==> src/rtl/esc_pkg.sv <==
// rtl/esc_pkg.sv - shared types, default timing constants and width helper for the ESC PWM transmitter
package esc_pkg;

    typedef enum logic [1:0] {
        DISARMED = 2'd0,
        ARM_WAIT = 2'd1,
        RUN      = 2'd2
    } esc_state_e;

    localparam int SPD_W          = 11;
    localparam int DEF_PERIOD     = 50000;
    localparam int DEF_BASE       = 6250;
    localparam int DEF_SCALE      = 3;
    localparam int DEF_ARM_FRAMES = 50;

    // Bits needed to hold 0..n-1, never less than one.
    function automatic int cnt_width(input int n);
        int w;
        w = 1;
        while ((1 << w) < n) begin
            w++;
        end
        return w;
    endfunction

endpackage

==> src/rtl/esc_pwm_tx_if.sv <==
// rtl/esc_pwm_tx_if.sv - speed/arm bus from the flight controller and ESC pulse outputs
interface esc_pwm_tx_if;
    import esc_pkg::*;

    logic             arm;
    logic             wrt;
    logic [SPD_W-1:0] frnt_spd;
    logic [SPD_W-1:0] bck_spd;
    logic [SPD_W-1:0] lft_spd;
    logic [SPD_W-1:0] rght_spd;
    logic             frnt_pwm;
    logic             bck_pwm;
    logic             lft_pwm;
    logic             rght_pwm;
    logic             frame_start;
    logic             armed;

    modport master (
        output arm, wrt, frnt_spd, bck_spd, lft_spd, rght_spd,
        input  frnt_pwm, bck_pwm, lft_pwm, rght_pwm, frame_start, armed
    );

    modport slave (
        input  arm, wrt, frnt_spd, bck_spd, lft_spd, rght_spd,
        output frnt_pwm, bck_pwm, lft_pwm, rght_pwm, frame_start, armed
    );

endinterface

==> src/rtl/esc_chan.sv <==
// rtl/esc_chan.sv - one ESC channel: double-buffered speed, pulse width and registered pwm
module esc_chan
    import esc_pkg::*;
#(
    parameter int PERIOD = DEF_PERIOD,
    parameter int BASE   = DEF_BASE,
    parameter int SCALE  = DEF_SCALE,
    parameter int CW     = cnt_width(DEF_PERIOD)
) (
    input  logic             clk,
    input  logic             rst_n,
    input  logic             wrt,
    input  logic [SPD_W-1:0] spd,
    input  logic             frame_end,
    input  logic             en,
    input  logic             use_base,
    input  logic [CW-1:0]    cnt,
    output logic             pwm
);

    logic [SPD_W-1:0] pending_q, pending_d;
    logic [SPD_W-1:0] active_q, active_d;
    logic             pwm_q, pwm_d;
    logic [CW-1:0]    width;
    logic [CW-1:0]    width_sel;

    always_comb begin
        pending_d = pending_q;
        active_d  = active_q;
        if (wrt) begin
            pending_d = spd;
        end
        // A write landing on the last cycle of a frame goes straight into the next frame.
        if (frame_end) begin
            active_d = wrt ? spd : pending_q;
        end
        width     = CW'(BASE) + CW'(active_q) * CW'(SCALE);
        width_sel = use_base ? CW'(BASE) : width;
        pwm_d     = en && (cnt < width_sel);
    end

    always_ff @(posedge clk) begin
        if (!rst_n) begin
            pending_q <= '0;
            active_q  <= '0;
            pwm_q     <= 1'b0;
        end else begin
            pending_q <= pending_d;
            active_q  <= active_d;
            pwm_q     <= pwm_d;
        end
    end

    assign pwm = pwm_q;

endmodule

==> src/rtl/esc_pwm_tx.sv <==
// rtl/esc_pwm_tx.sv - frame counter, arming FSM and four ESC pulse channels
module esc_pwm_tx
    import esc_pkg::*;
#(
    parameter int PERIOD     = DEF_PERIOD,
    parameter int BASE       = DEF_BASE,
    parameter int SCALE      = DEF_SCALE,
    parameter int ARM_FRAMES = DEF_ARM_FRAMES
) (
    input  logic         clk,
    input  logic         rst_n,
    esc_pwm_tx_if.slave  bus
);

    localparam int CW  = cnt_width(PERIOD);
    localparam int FCW = cnt_width(ARM_FRAMES);

    logic [CW-1:0]  cnt_q, cnt_d;
    logic [FCW-1:0] fc_q, fc_d;
    esc_state_e     state_q, state_d;
    logic           armed_q, armed_d;
    logic           frame_end;
    logic           en;
    logic           use_base;
    logic           frnt_pwm, bck_pwm, lft_pwm, rght_pwm;

    always_comb begin
        frame_end = (cnt_q == CW'(PERIOD - 1));
        cnt_d     = frame_end ? '0 : cnt_q + 1'b1;
        state_d   = state_q;
        fc_d      = fc_q;
        case (state_q)
            DISARMED: begin
                if (frame_end && bus.arm) begin
                    state_d = ARM_WAIT;
                    fc_d    = '0;
                end
            end
            ARM_WAIT: begin
                if (!bus.arm) begin
                    state_d = DISARMED;
                end else if (frame_end) begin
                    if (fc_q == FCW'(ARM_FRAMES - 1)) begin
                        state_d = RUN;
                    end else begin
                        fc_d = fc_q + 1'b1;
                    end
                end
            end
            RUN: begin
                if (!bus.arm) begin
                    state_d = DISARMED;
                end
            end
            default: state_d = DISARMED;
        endcase
        armed_d  = (state_d == RUN);
        // Gating with arm directly truncates a pulse on the very edge disarm is seen.
        en       = bus.arm && ((state_q == ARM_WAIT) || (state_q == RUN));
        use_base = (state_q == ARM_WAIT);
    end

    always_ff @(posedge clk) begin
        if (!rst_n) begin
            cnt_q   <= '0;
            fc_q    <= '0;
            state_q <= DISARMED;
            armed_q <= 1'b0;
        end else begin
            cnt_q   <= cnt_d;
            fc_q    <= fc_d;
            state_q <= state_d;
            armed_q <= armed_d;
        end
    end

    esc_chan #(.PERIOD(PERIOD), .BASE(BASE), .SCALE(SCALE), .CW(CW)) u_frnt (
        .clk(clk), .rst_n(rst_n), .wrt(bus.wrt), .spd(bus.frnt_spd), .frame_end(frame_end),
        .en(en), .use_base(use_base), .cnt(cnt_q), .pwm(frnt_pwm)
    );

    esc_chan #(.PERIOD(PERIOD), .BASE(BASE), .SCALE(SCALE), .CW(CW)) u_bck (
        .clk(clk), .rst_n(rst_n), .wrt(bus.wrt), .spd(bus.bck_spd), .frame_end(frame_end),
        .en(en), .use_base(use_base), .cnt(cnt_q), .pwm(bck_pwm)
    );

    esc_chan #(.PERIOD(PERIOD), .BASE(BASE), .SCALE(SCALE), .CW(CW)) u_lft (
        .clk(clk), .rst_n(rst_n), .wrt(bus.wrt), .spd(bus.lft_spd), .frame_end(frame_end),
        .en(en), .use_base(use_base), .cnt(cnt_q), .pwm(lft_pwm)
    );

    esc_chan #(.PERIOD(PERIOD), .BASE(BASE), .SCALE(SCALE), .CW(CW)) u_rght (
        .clk(clk), .rst_n(rst_n), .wrt(bus.wrt), .spd(bus.rght_spd), .frame_end(frame_end),
        .en(en), .use_base(use_base), .cnt(cnt_q), .pwm(rght_pwm)
    );

    assign bus.frnt_pwm    = frnt_pwm;
    assign bus.bck_pwm     = bck_pwm;
    assign bus.lft_pwm     = lft_pwm;
    assign bus.rght_pwm    = rght_pwm;
    assign bus.frame_start = (cnt_q == '0);
    assign bus.armed       = armed_q;

endmodule

==> src/flat_wrapper.sv <==
// flat-port wrapper written by rule: the top's interface ports become plain ports
module esc_pwm_tx_flat import esc_pkg::*;
#(
    parameter int PERIOD     = DEF_PERIOD,
    parameter int BASE       = DEF_BASE,
    parameter int SCALE      = DEF_SCALE,
    parameter int ARM_FRAMES = DEF_ARM_FRAMES
)
  (clk, rst_n, bus_arm, bus_wrt, bus_frnt_spd, bus_bck_spd, bus_lft_spd, bus_rght_spd, bus_frnt_pwm, bus_bck_pwm, bus_lft_pwm, bus_rght_pwm, bus_frame_start, bus_armed);
  esc_pwm_tx_if bus_i ();
  input  logic clk;
  input  logic rst_n;
  input wire logic [$bits(bus_i.arm)-1:0] bus_arm;
  input wire logic [$bits(bus_i.wrt)-1:0] bus_wrt;
  input wire logic [$bits(bus_i.frnt_spd)-1:0] bus_frnt_spd;
  input wire logic [$bits(bus_i.bck_spd)-1:0] bus_bck_spd;
  input wire logic [$bits(bus_i.lft_spd)-1:0] bus_lft_spd;
  input wire logic [$bits(bus_i.rght_spd)-1:0] bus_rght_spd;
  output wire logic [$bits(bus_i.frnt_pwm)-1:0] bus_frnt_pwm;
  output wire logic [$bits(bus_i.bck_pwm)-1:0] bus_bck_pwm;
  output wire logic [$bits(bus_i.lft_pwm)-1:0] bus_lft_pwm;
  output wire logic [$bits(bus_i.rght_pwm)-1:0] bus_rght_pwm;
  output wire logic [$bits(bus_i.frame_start)-1:0] bus_frame_start;
  output wire logic [$bits(bus_i.armed)-1:0] bus_armed;
  assign bus_i.arm = bus_arm;
  assign bus_i.wrt = bus_wrt;
  assign bus_i.frnt_spd = bus_frnt_spd;
  assign bus_i.bck_spd = bus_bck_spd;
  assign bus_i.lft_spd = bus_lft_spd;
  assign bus_i.rght_spd = bus_rght_spd;
  assign bus_frnt_pwm = bus_i.frnt_pwm;
  assign bus_bck_pwm = bus_i.bck_pwm;
  assign bus_lft_pwm = bus_i.lft_pwm;
  assign bus_rght_pwm = bus_i.rght_pwm;
  assign bus_frame_start = bus_i.frame_start;
  assign bus_armed = bus_i.armed;
  esc_pwm_tx #(.PERIOD(PERIOD), .BASE(BASE), .SCALE(SCALE), .ARM_FRAMES(ARM_FRAMES)) u_core (.clk(clk), .rst_n(rst_n), .bus(bus_i));
endmodule
==> config.mk <==
export PLATFORM = sky130hd
export DESIGN_NAME = esc_pwm_tx_flat
export DESIGN_NICKNAME = d
export VERILOG_FILES = /design/src/rtl/esc_pkg.sv /design/src/rtl/esc_pwm_tx_if.sv /design/src/rtl/esc_chan.sv /design/src/rtl/esc_pwm_tx.sv /design/src/flat_wrapper.sv
export SDC_FILE = /design/constraint.sdc
export NUM_CORES = 1
export LEC_CHECK = 0
export CORE_MARGIN = 4
export CORE_UTILIZATION = 35
export CTS_BUF_LIST = sky130_fd_sc_hd__clkbuf_8
export CTS_CLUSTER_DIAMETER = 200
export DETAILED_ROUTE_END_ITERATION = 10
export GPL_ROUTABILITY_DRIVEN = 1
export GPL_TIMING_DRIVEN = 0
export PLACE_DENSITY_LB_ADDON = 0.25
export SLEW_MARGIN = 30
export SYNTH_ARGS = -nofsm -noshare
export SYNTH_HDL_FRONTEND = slang
export SYNTH_SLANG_ARGS = --single-unit
==> constraint.sdc <==
create_clock -name clk -period 3.7 [get_ports clk]
set_input_delay 0.74 -clock clk [delete_from_list [all_inputs] [get_ports clk]]
set_output_delay 0.74 -clock clk [all_outputs]
set_load 0.01 [all_outputs]
Word-level counts from Yosys, hierarchy flattened

Index checks and enable logic that the tools add are counted.

Flip-flop bits (word level): 117
Word-level logic and storage cells: 71
Input bits: 48
Output and inout bits: 6

$mul: 4
Bitwise gates (word level): 1
Muxes and demuxes: 19
$add $sub $neg: 6
Reductions and logical operators: 12
Magnitude comparators: 4
Equal/unequal tests: 9

Operator list:

| operator                                               | count |
|---|---|
| less-than comparator 16 x 14 -> 1 bit                  | 4 |
| adder 13 x 13 -> 14 bit (first input constant)         | 4 |
| two-way mux 14 bit                                     | 4 |
| multiplier 11 x 2 -> 13 bit (second input constant)    | 4 |
| two-way mux 11 bit                                     | 4 |
| two-way mux 6 bit                                      | 4 |
| adder 16 x 1 -> 16 bit (second input constant)         | 1 |
| == test 16 bit (second input constant)                 | 1 |
| logical NOT 16 bit                                     | 1 |
| one-hot mux 6 bit (2 select lines)                     | 1 |
| two-way mux 2 bit                                      | 5 |
| adder 6 x 1 -> 6 bit (second input constant)           | 1 |
| == test 6 bit (second input constant)                  | 1 |
| logical AND 1 bit                                      | 6 |
| one-hot mux 2 bit (3 select lines)                     | 1 |
| AND reduction 5 bit                                    | 1 |
| == test 2 bit (second input constant)                  | 2 |
| inequality test 2 x 1 -> 1 bit (second input constant) | 2 |
| inequality test 2 bit (second input constant)          | 2 |
| == test 2 x 1 -> 1 bit (second input constant)         | 1 |
| logical NOT 2 bit                                      | 1 |
| nonzero test 2 bit                                     | 1 |
| OR reduction 2 bit                                     | 1 |
| logical OR 1 bit                                       | 1 |
| NOT 1 bit                                              | 1 |

Logic depth before layout (Yosys ltp)

Gate-level depths: netlist of run 1.

Word-level depth: 6
Mapped depth: 16
Gate-level depth less buffers: 16

Hierarchy

A second synthesis of run 1 with hierarchy kept.

Cells, all modules: 938
Area total of the unflattened synthesis: 8524.4 sq um

Modules (own cells, without submodules):

| module                       | cells an instance | instances | area an instance (sq um) |
|---|---|---|---|
| esc_chan at u_core.u_bck ... | 198               | 3         | 1806.7 |
| esc_chan at u_core.u_frnt    | 194               | 1         | 1776.7 |
| esc_pwm_tx                   | 150               | 1         | 1327.5 |

Least setup slack after synthesis of run 1

Ideal clock, no wire load.

Path type: flip-flop to flip-flop
Start point: register u_core.u_bck.active_q[1]
End point: register u_core.u_bck.pwm_q (netlist: u_core.u_bck.pwm)
Path buffers: 0
Arrival time: 2.846 ns
Data required time: 3.619 ns
Setup slack: 0.773 ns
Cell stages (with the launch flop): 14
Setup time: 0.081 ns
Path through: dfxtp_1 > ha_1 > ha_1 > fa_1 > a211oi_1 > o21ai_0 > a31oi_1 > xnor2_1 > nand2_1 > ha_1 > a21o_1 > a21oi_1 > o21ai_0 > a41oi_1

Longest elaborated chain between the ends: 5

Ends and longest elaborated chain:

| what                                  | RTL line       | RTL |
|---|---|---|
| from (decl)                           | esc_chan.sv:22 | `logic [SPD_W-1:0] active_q, active_d;` |
| from (signal assigned)                | esc_chan.sv:49 | `active_q <= active_d;` |
| multiplier 11 x 2 -> 13 bit           | esc_chan.sv:37 | `width = CW'(BASE) + CW'(active_q) * CW'(SCALE);` |
| adder 13 x 13 -> 14 bit               | esc_chan.sv:37 |  |
| two-way mux 14 bit                    | esc_chan.sv:38 | `width_sel = use_base ? CW'(BASE) : width;` |
| less-than comparator 16 x 14 -> 1 bit | esc_chan.sv:39 | `pwm_d = en && (cnt < width_sel);` |
| logical AND 1 bit                     | esc_chan.sv:39 |  |
| to (signal assigned)                  | esc_chan.sv:50 | `pwm_q <= pwm_d;` |
| to (decl)                             | esc_chan.sv:23 | `logic pwm_q, pwm_d;` |

No other way between the ends.
A chain may end at the register's enable or synchronous reset.

Final worst setup path of run 1

Ends and elaborated chain as after synthesis.

==> results of run 1 <==
## what timing repair did
| item | 4_1_cts | 5_1_grt |
|---|---|---|
| gates resized for setup | 0 | 1 |
| setup buffers | 0 | 0 |
| hold buffers | 0 | 0 |
| endpoints found under the setup margin | 0 | 1 |
## worst max path at each step
stage	from	to	slack (ns)	depth (start not counted)
6_report	u_core.u_bck.active_q[1]	u_core.u_bck.pwm	0.24	13
5_1_grt	u_core.u_bck.active_q[1]	u_core.u_bck.pwm	0.04	13
4_1_cts	u_core.u_bck.active_q[1]	u_core.u_bck.pwm	0.19	13
3_5_place_dp	u_core.u_bck.active_q[1]	u_core.u_bck.pwm	0.23	13
3_3_place_gp	u_core.u_bck.active_q[1]	u_core.u_bck.pwm	0.23	13
2_1_floorplan	u_core.u_bck.active_q[1]	u_core.u_bck.pwm	0.77	13
## final cells by class
cell class	count	area (um2)	area share
Sequential cell	117	2340	0.246
Timing Repair Buffer	52	520	0.0547
Multi-Input combinational cell	680	5220	0.549
Clock inverter	10	126	0.0133
Clock buffer	22	303	0.0318
Buffer	31	156	0.0164
Tap cell	313	392	0.0412
Inverter	120	450	0.0474
## power by group
group          internal (mW)  leakage, nW  switching (mW)
Clock                  0.748        0.226           0.555
Combinational          0.104         3.40          0.0933
Sequential              1.29        0.952          0.0136
## synthesized netlist by cell type (17+ instances only)
| master | n |
|---|---|
| o21ai_0 | 36 |
| nand2_1 | 95 |
| a211oi_1 | 17 |
| inv_1 | 120 |
| mux2_2 | 36 |
| a21oi_1 | 47 |
| nor2_1 | 81 |
| a21o_1 | 19 |
| dfxtp_1 | 117 |
| a22oi_1 | 35 |
| xnor2_1 | 32 |
| clkbuf_1 | 20 |
| ha_1 | 140 |
## cell families after synthesis
| kind of cell | Yosys count | share of synthesized area |
|---|---|---|
| AND/OR/NAND/NOR | 247 | 0.145 |
| AO/OA/AOI/OAI | 198 | 0.159 |
| buffers and inverters | 151 | 0.0742 |
| adder cells (fa/ha/maj) | 144 | 0.224 |
| flip-flops | 117 | 0.287 |
| XOR/XNOR | 46 | 0.0494 |
| multiplexers | 45 | 0.0607 |
## worst max-delay path, cell delays in order, from the launching register on
cell	delay, ns
dfxtp_1	0.32
ha_1	0.30
ha_1	0.24
fa_1	0.44
a211oi_1	0.38
o21ai_0	0.20
a31oi_1	0.23
xnor2_1	0.14
nand2_1	0.08
ha_1	0.32
a21o_1	0.16
a21oi_1	0.12
o21ai_0	0.14
a41oi_2	0.30
## state kept, by name, summed over array words and instances, names as in the netlist, 2 cells and up
signal	count
u_core.u_bck.pending_q	11
u_core.u_bck.active_q	11
u_core.state_q	2
u_core.u_rght.pending_q	11
u_core.u_rght.active_q	11
u_core.cnt_q	16
u_core.u_lft.pending_q	11
u_core.fc_q	6
u_core.u_lft.active_q	11
u_core.u_frnt.pending_q	11
u_core.u_frnt.active_q	11
## per-stage QoR
step	utilization	std cells	area, um2	power (mW)	hold WS, ns
2_1_floorplan	-	948	8160	1.44	0.456
3_3_place_gp	0.398	1313	9070	1.53	0.476
3_5_place_dp	0.398	1313	9070	1.53	0.483
5_1_grt	0.418	1345	9510	2.91	0.517
4_1_cts	0.417	1345	9500	2.84	0.501
6_report	0.418	1345	9510	2.80	0.497
## per-layer routing
layer | share of wire | vias up
li1 | - | 3449
met1 | 0.49 | 3048
met2 | 0.46 | 92
met3 | 0.036 | 25
met4 | 0.018 | 0
met5 | 0 | -
==> flow_summary.json, run 1 <==
{
  "holdCritPathClass": "reg2reg",
  "cts_buffers": 17,
  "fill_cells": 2320,
  "drv_cap": 0,
  "die_h_um": 161,
  "worstHoldStart": "u_core.u_rght.pending_q[8]",
  "h-tree-depth": 4,
  "cts_tree": "done",
  "io_buffers": 52,
  "syn_avg_cell_area_um2": 8.61,
  "start_util": 0.358,
  "crit_path_end_kind": "flop",
  "coreArea_mm2": 0.0228,
  "grt_overflow": 0,
  "synth.largest_area_cell": "dfxtp_1",
  "grt_pass1_vias": 6621,
  "crit_type": "reg2reg",
  "power_density_mw_per_mm2": 295,
  "arrival_ns": 3.83,
  "yosysWarnings": 0,
  "holdPathEnd": "u_core.u_rght.pending_q[8]",
  "cp_max_fo": 3,
  "grt_use_met2": 0.257,
  "busiest_layer": "met2",
  "min_path_cells": 2,
  "period_share": 0.936,
  "antenna_found_initial": 0,
  "nNetsFinal": 1211,
  "worst_pin_slew_ns": 0.864,
  "die_area_mm2": 0.0258,
  "fmax_mhz": 289,
  "syn_area_mm2": 0.00816,
  "gp_congestion": 0.833,
  "drive_above_1_share": 0.0872,
  "area_delta_synth_final_pct": 16.5,
  "top_level_ports": 54,
  "netlist_top_cells_area": "dfxtp_1, ha_1, inv_1, mux2_2, nand2_1",
  "dominantRegCellSynth": "dfxtp_1",
  "use_met1": 0.206,
  "grt_max_degree": 17,
  "yosys.cell_types.count": 57,
  "synth-edff-count": 0,
  "n_antenna_cell": 0,
  "slew_violations": 0,
  "routed_wl_um": 19700,
  "grt_use_met3": 0.0310,
  "max_slew_margin": 0.424,
  "netlist_instances": 948,
  "ant_nets": 0,
  "clock_skew_ns": 0.0135,
  "grt_pass1_wl_um": 32500,
  "setup_slack_ns": 0.236,
  "hpwl_um": 14800,
  "reg2reg_slack_ns": 0.24,
  "p_leak_nw": 4.58,
  "mostFrequentLayoutCells": "ha_1, inv_1, dfxtp_1",
  "wl_per_cell_um": 14.6,
  "synthArstFlopShare": 0,
  "clkTransAtPathRegs_ns": 0.08,
  "tns_ns": 0,
  "ys_ff_latch": 117,
  "worstReg2RegEnd": "u_core.u_bck.pwm",
  "grt_usage": 0.156,
  "final_common_cell": "ha_1",
  "vias": 6614,
  "cts_sinks": 117,
  "synth.top_cell.area_share": 0.287,
  "via_per_inst": 4.92,
  "syn_nets": 1140,
  "rows": 55,
  "dieWidth_um": 161,
  "ir_drop_mv": 0.194,
  "clk_latency_ns": 0.46,
  "root_buffer": "clkbuf_8",
  "start_kind": "flop",
  "hold_viol_final": 0,
  "cts.path.max_buffers": 2,
  "ys_seq_area_frac": 0.287,
  "rsz0062_at_grt": "false",
  "r2r-start": "u_core.u_bck.active_q[1]",
  "status": "complete, no violations",
  "fin_crit_ns": 3.46,
  "final-setup-viol-count": 0,
  "first_iter_violations": 389,
  "drc": 0,
  "drt_first_pass_iters": 4,
  "critPathRequiredTime_ns": 4.06,
  "worst_r2r_path_depth": 13,
  "dp_slack_ns": 0.226
}
(Power assumes the default switching activity.)
==> inputs of run 2 (changes only) <==
--- a/config.mk
+++ b/config.mk
@@ -5,6 +5,9 @@
 export SDC_FILE = /design/constraint.sdc
 export NUM_CORES = 1
 export LEC_CHECK = 0
+export ABC_AREA = 0
+export CELL_PAD_IN_SITES_DETAIL_PLACEMENT = 1
+export CELL_PAD_IN_SITES_GLOBAL_PLACEMENT = 2
 export CORE_MARGIN = 4
 export CORE_UTILIZATION = 35
 export CTS_BUF_LIST = sky130_fd_sc_hd__clkbuf_8
==> run 2 against run 1 <==
Sequential power about the same. First-iteration DRC count shrank 34%. Non-clock buffer count unchanged. Via count grew 2.4%. Global-route usage grew 2.3 points. Clock skew fell by 0.0016 ns. Flip-flop and latch count unchanged. Clock power shrank 14%. Final area fell by 0.71%. Final cell count barely moved. Critical endpoint is now bus_frame_start. Largest cell class unchanged.
==> flow_summary.json, run 2 (synthesis results as in run 1) <==
{
  "status": "complete, no violations",
  "place_inst": 1313,
  "nNetsFinal": 1211,
  "n_antenna_cell": 0,
  "root_buffer": "clkbuf_8",
  "final_common_cell": "ha_1",
  "largest_reg_flops": 16,
  "clkTransAtPathRegs_ns": 0.08,
  "max_slew_margin": 0.398,
  "antenna_found_initial": 0,
  "instances_no_fill": 1344,
  "period_share": 0.927,
  "cts_tree": "done",
  "largest-register": "u_core.cnt_q",
  "final_core_util": 0.415,
  "start_util": 0.358,
  "cp_top_family": "simple AND/OR/NAND/NOR gates",
  "tns_ns": 0,
  "drc": 0,
  "worst_pin_slew_ns": 0.903,
  "io_buffers": 52,
  "vias": 6774,
  "grt_max_degree": 17,
  "first_iter_violations": 255,
  "worst-path-buf-inv": 2,
  "wl_per_cell_um": 16.8,
  "gp_congestion": 0.824,
  "drt_first_pass_iters": 4,
  "holdCritPathClass": "reg2reg",
  "ant_nets": 0,
  "clk_latency_ns": 0.46,
  "slew_violations": 0,
  "cts_setup_buffers": 0,
  "die_area_mm2": 0.0258,
  "top_level_ports": 54,
  "grt_usage": 0.180,
  "grt_overflow": 0,
  "cp_max_fo": 9,
  "rows": 55,
  "cts_buffers": 17,
  "hpwl_um": 16900,
  "dieWidth_um": 161,
  "arrival_ns": 2.69,
  "crit_type": "reg2out",
  "crit_chain": "or4_4, or2_1, buf_6, nor2_1, clkdlybuf4s50_1",
  "critPathRequiredTime_ns": 2.96,
  "crit_path_end_kind": "output pin",
  "fmax_mhz": 292,
  "power_density_mw_per_mm2": 278,
  "slowest_stage": "or4_4",
  "clock_skew_ns": 0.0119,
  "h-tree-depth": 4,
  "max_stage_delay_ns": 0.62,
  "p_leak_nw": 4.54,
  "drive_above_1_share": 0.0873,
  "ir_drop_mv": 0.186,
  "start_kind": "flop",
  "mostFrequentLayoutCells": "ha_1, inv_1, dfxtp_1",
  "die_h_um": 161,
  "grt_pass1_vias": 7008,
  "area_delta_synth_final_pct": 15.7,
  "cts_sinks": 117,
  "via_per_inst": 5.04,
  "grt_pass1_wl_um": 37000,
  "routed_wl_um": 22500,
  "coreArea_mm2": 0.0228,
  "fin_crit_ns": 3.43,
  "hold_viol_final": 0,
  "final-setup-viol-count": 0,
  "drv_cap": 0,
  "cts.path.max_buffers": 2,
  "rsz0062_at_grt": "false"
}
[run 2: worst paths after layout]
path                            depth (start not counted)                         end  slack (ns)                        from
worst max-delay path                                    5             bus_frame_start        0.27            u_core.cnt_q[10]
worst min-delay path                                    2  u_core.u_rght.pending_q[8]        0.49  u_core.u_rght.pending_q[8]
worst max register to register                         13           u_core.u_rght.pwm        0.31   u_core.u_rght.active_q[1]
worst min register to register                          2  u_core.u_rght.pending_q[8]        0.49  u_core.u_rght.pending_q[8]
[run 2: through the flow]
stage / power, mW / worst slack (ns) / hold slack [ns] / instance area (um2)
final: 2.63 / 0.270 / 0.494 / 9440
after global routing: 2.75 / 0.0317 / 0.539 / 9440
after CTS: 2.69 / 0.147 / 0.502 / 9430
after detailed placement: 1.54 / 0.193 / 0.482 / 9070
after global placement: 1.53 / 0.216 / 0.474 / 9070
after floorplan: 1.44 / 0.773 / 0.456 / 8160
[run 2: worst register-to-register path: cells and delay by family (launching register included)]
| family | cells | cell delay, ns |
|---|---|---|
| DFF | 1 | 0.31 |
| xor gates and xnor gates | 1 | 0.14 |
| and+or+nand+nor | 1 | 0.08 |
| adders and majority gates | 4 | 1.29 |
| AOI/OAI and AO/OA | 7 | 1.47 |
[run 2: per-layer routing]
layer	track usage	wire, um	vias to the layer above	share of wire
li1	-	-	3425	-
met1	0.234	10900	3268	0.48
met2	0.311	10800	58	0.48
met3	0.0293	565	23	0.025
met4	0.0477	291	0	0.013
met5	0	0	-	0
[run 2: cell type report]
type | count | area, um2
multi-input combinational | 680 | 5230
buffer | 31 | 156
clock buffer | 19 | 262
sequential | 117 | 2340
timing repair buffer | 52 | 520
fill | 2723 | 13300
tap | 313 | 392
inverter | 120 | 450
clock inverter | 12 | 90.1
[run 2: power by group]
group          switching, mW  internal [mW]
Clock                  0.573          0.549
Combinational         0.0974          0.104
Sequential            0.0157           1.29
[run 2: repair_timing]
action / in CTS / in global routing
setup endpoints to repair: 0 / 2
endpoints found under the hold margin: 0 / 0
gates resized for setup: 0 / 3
hold buffers: 0 / 0
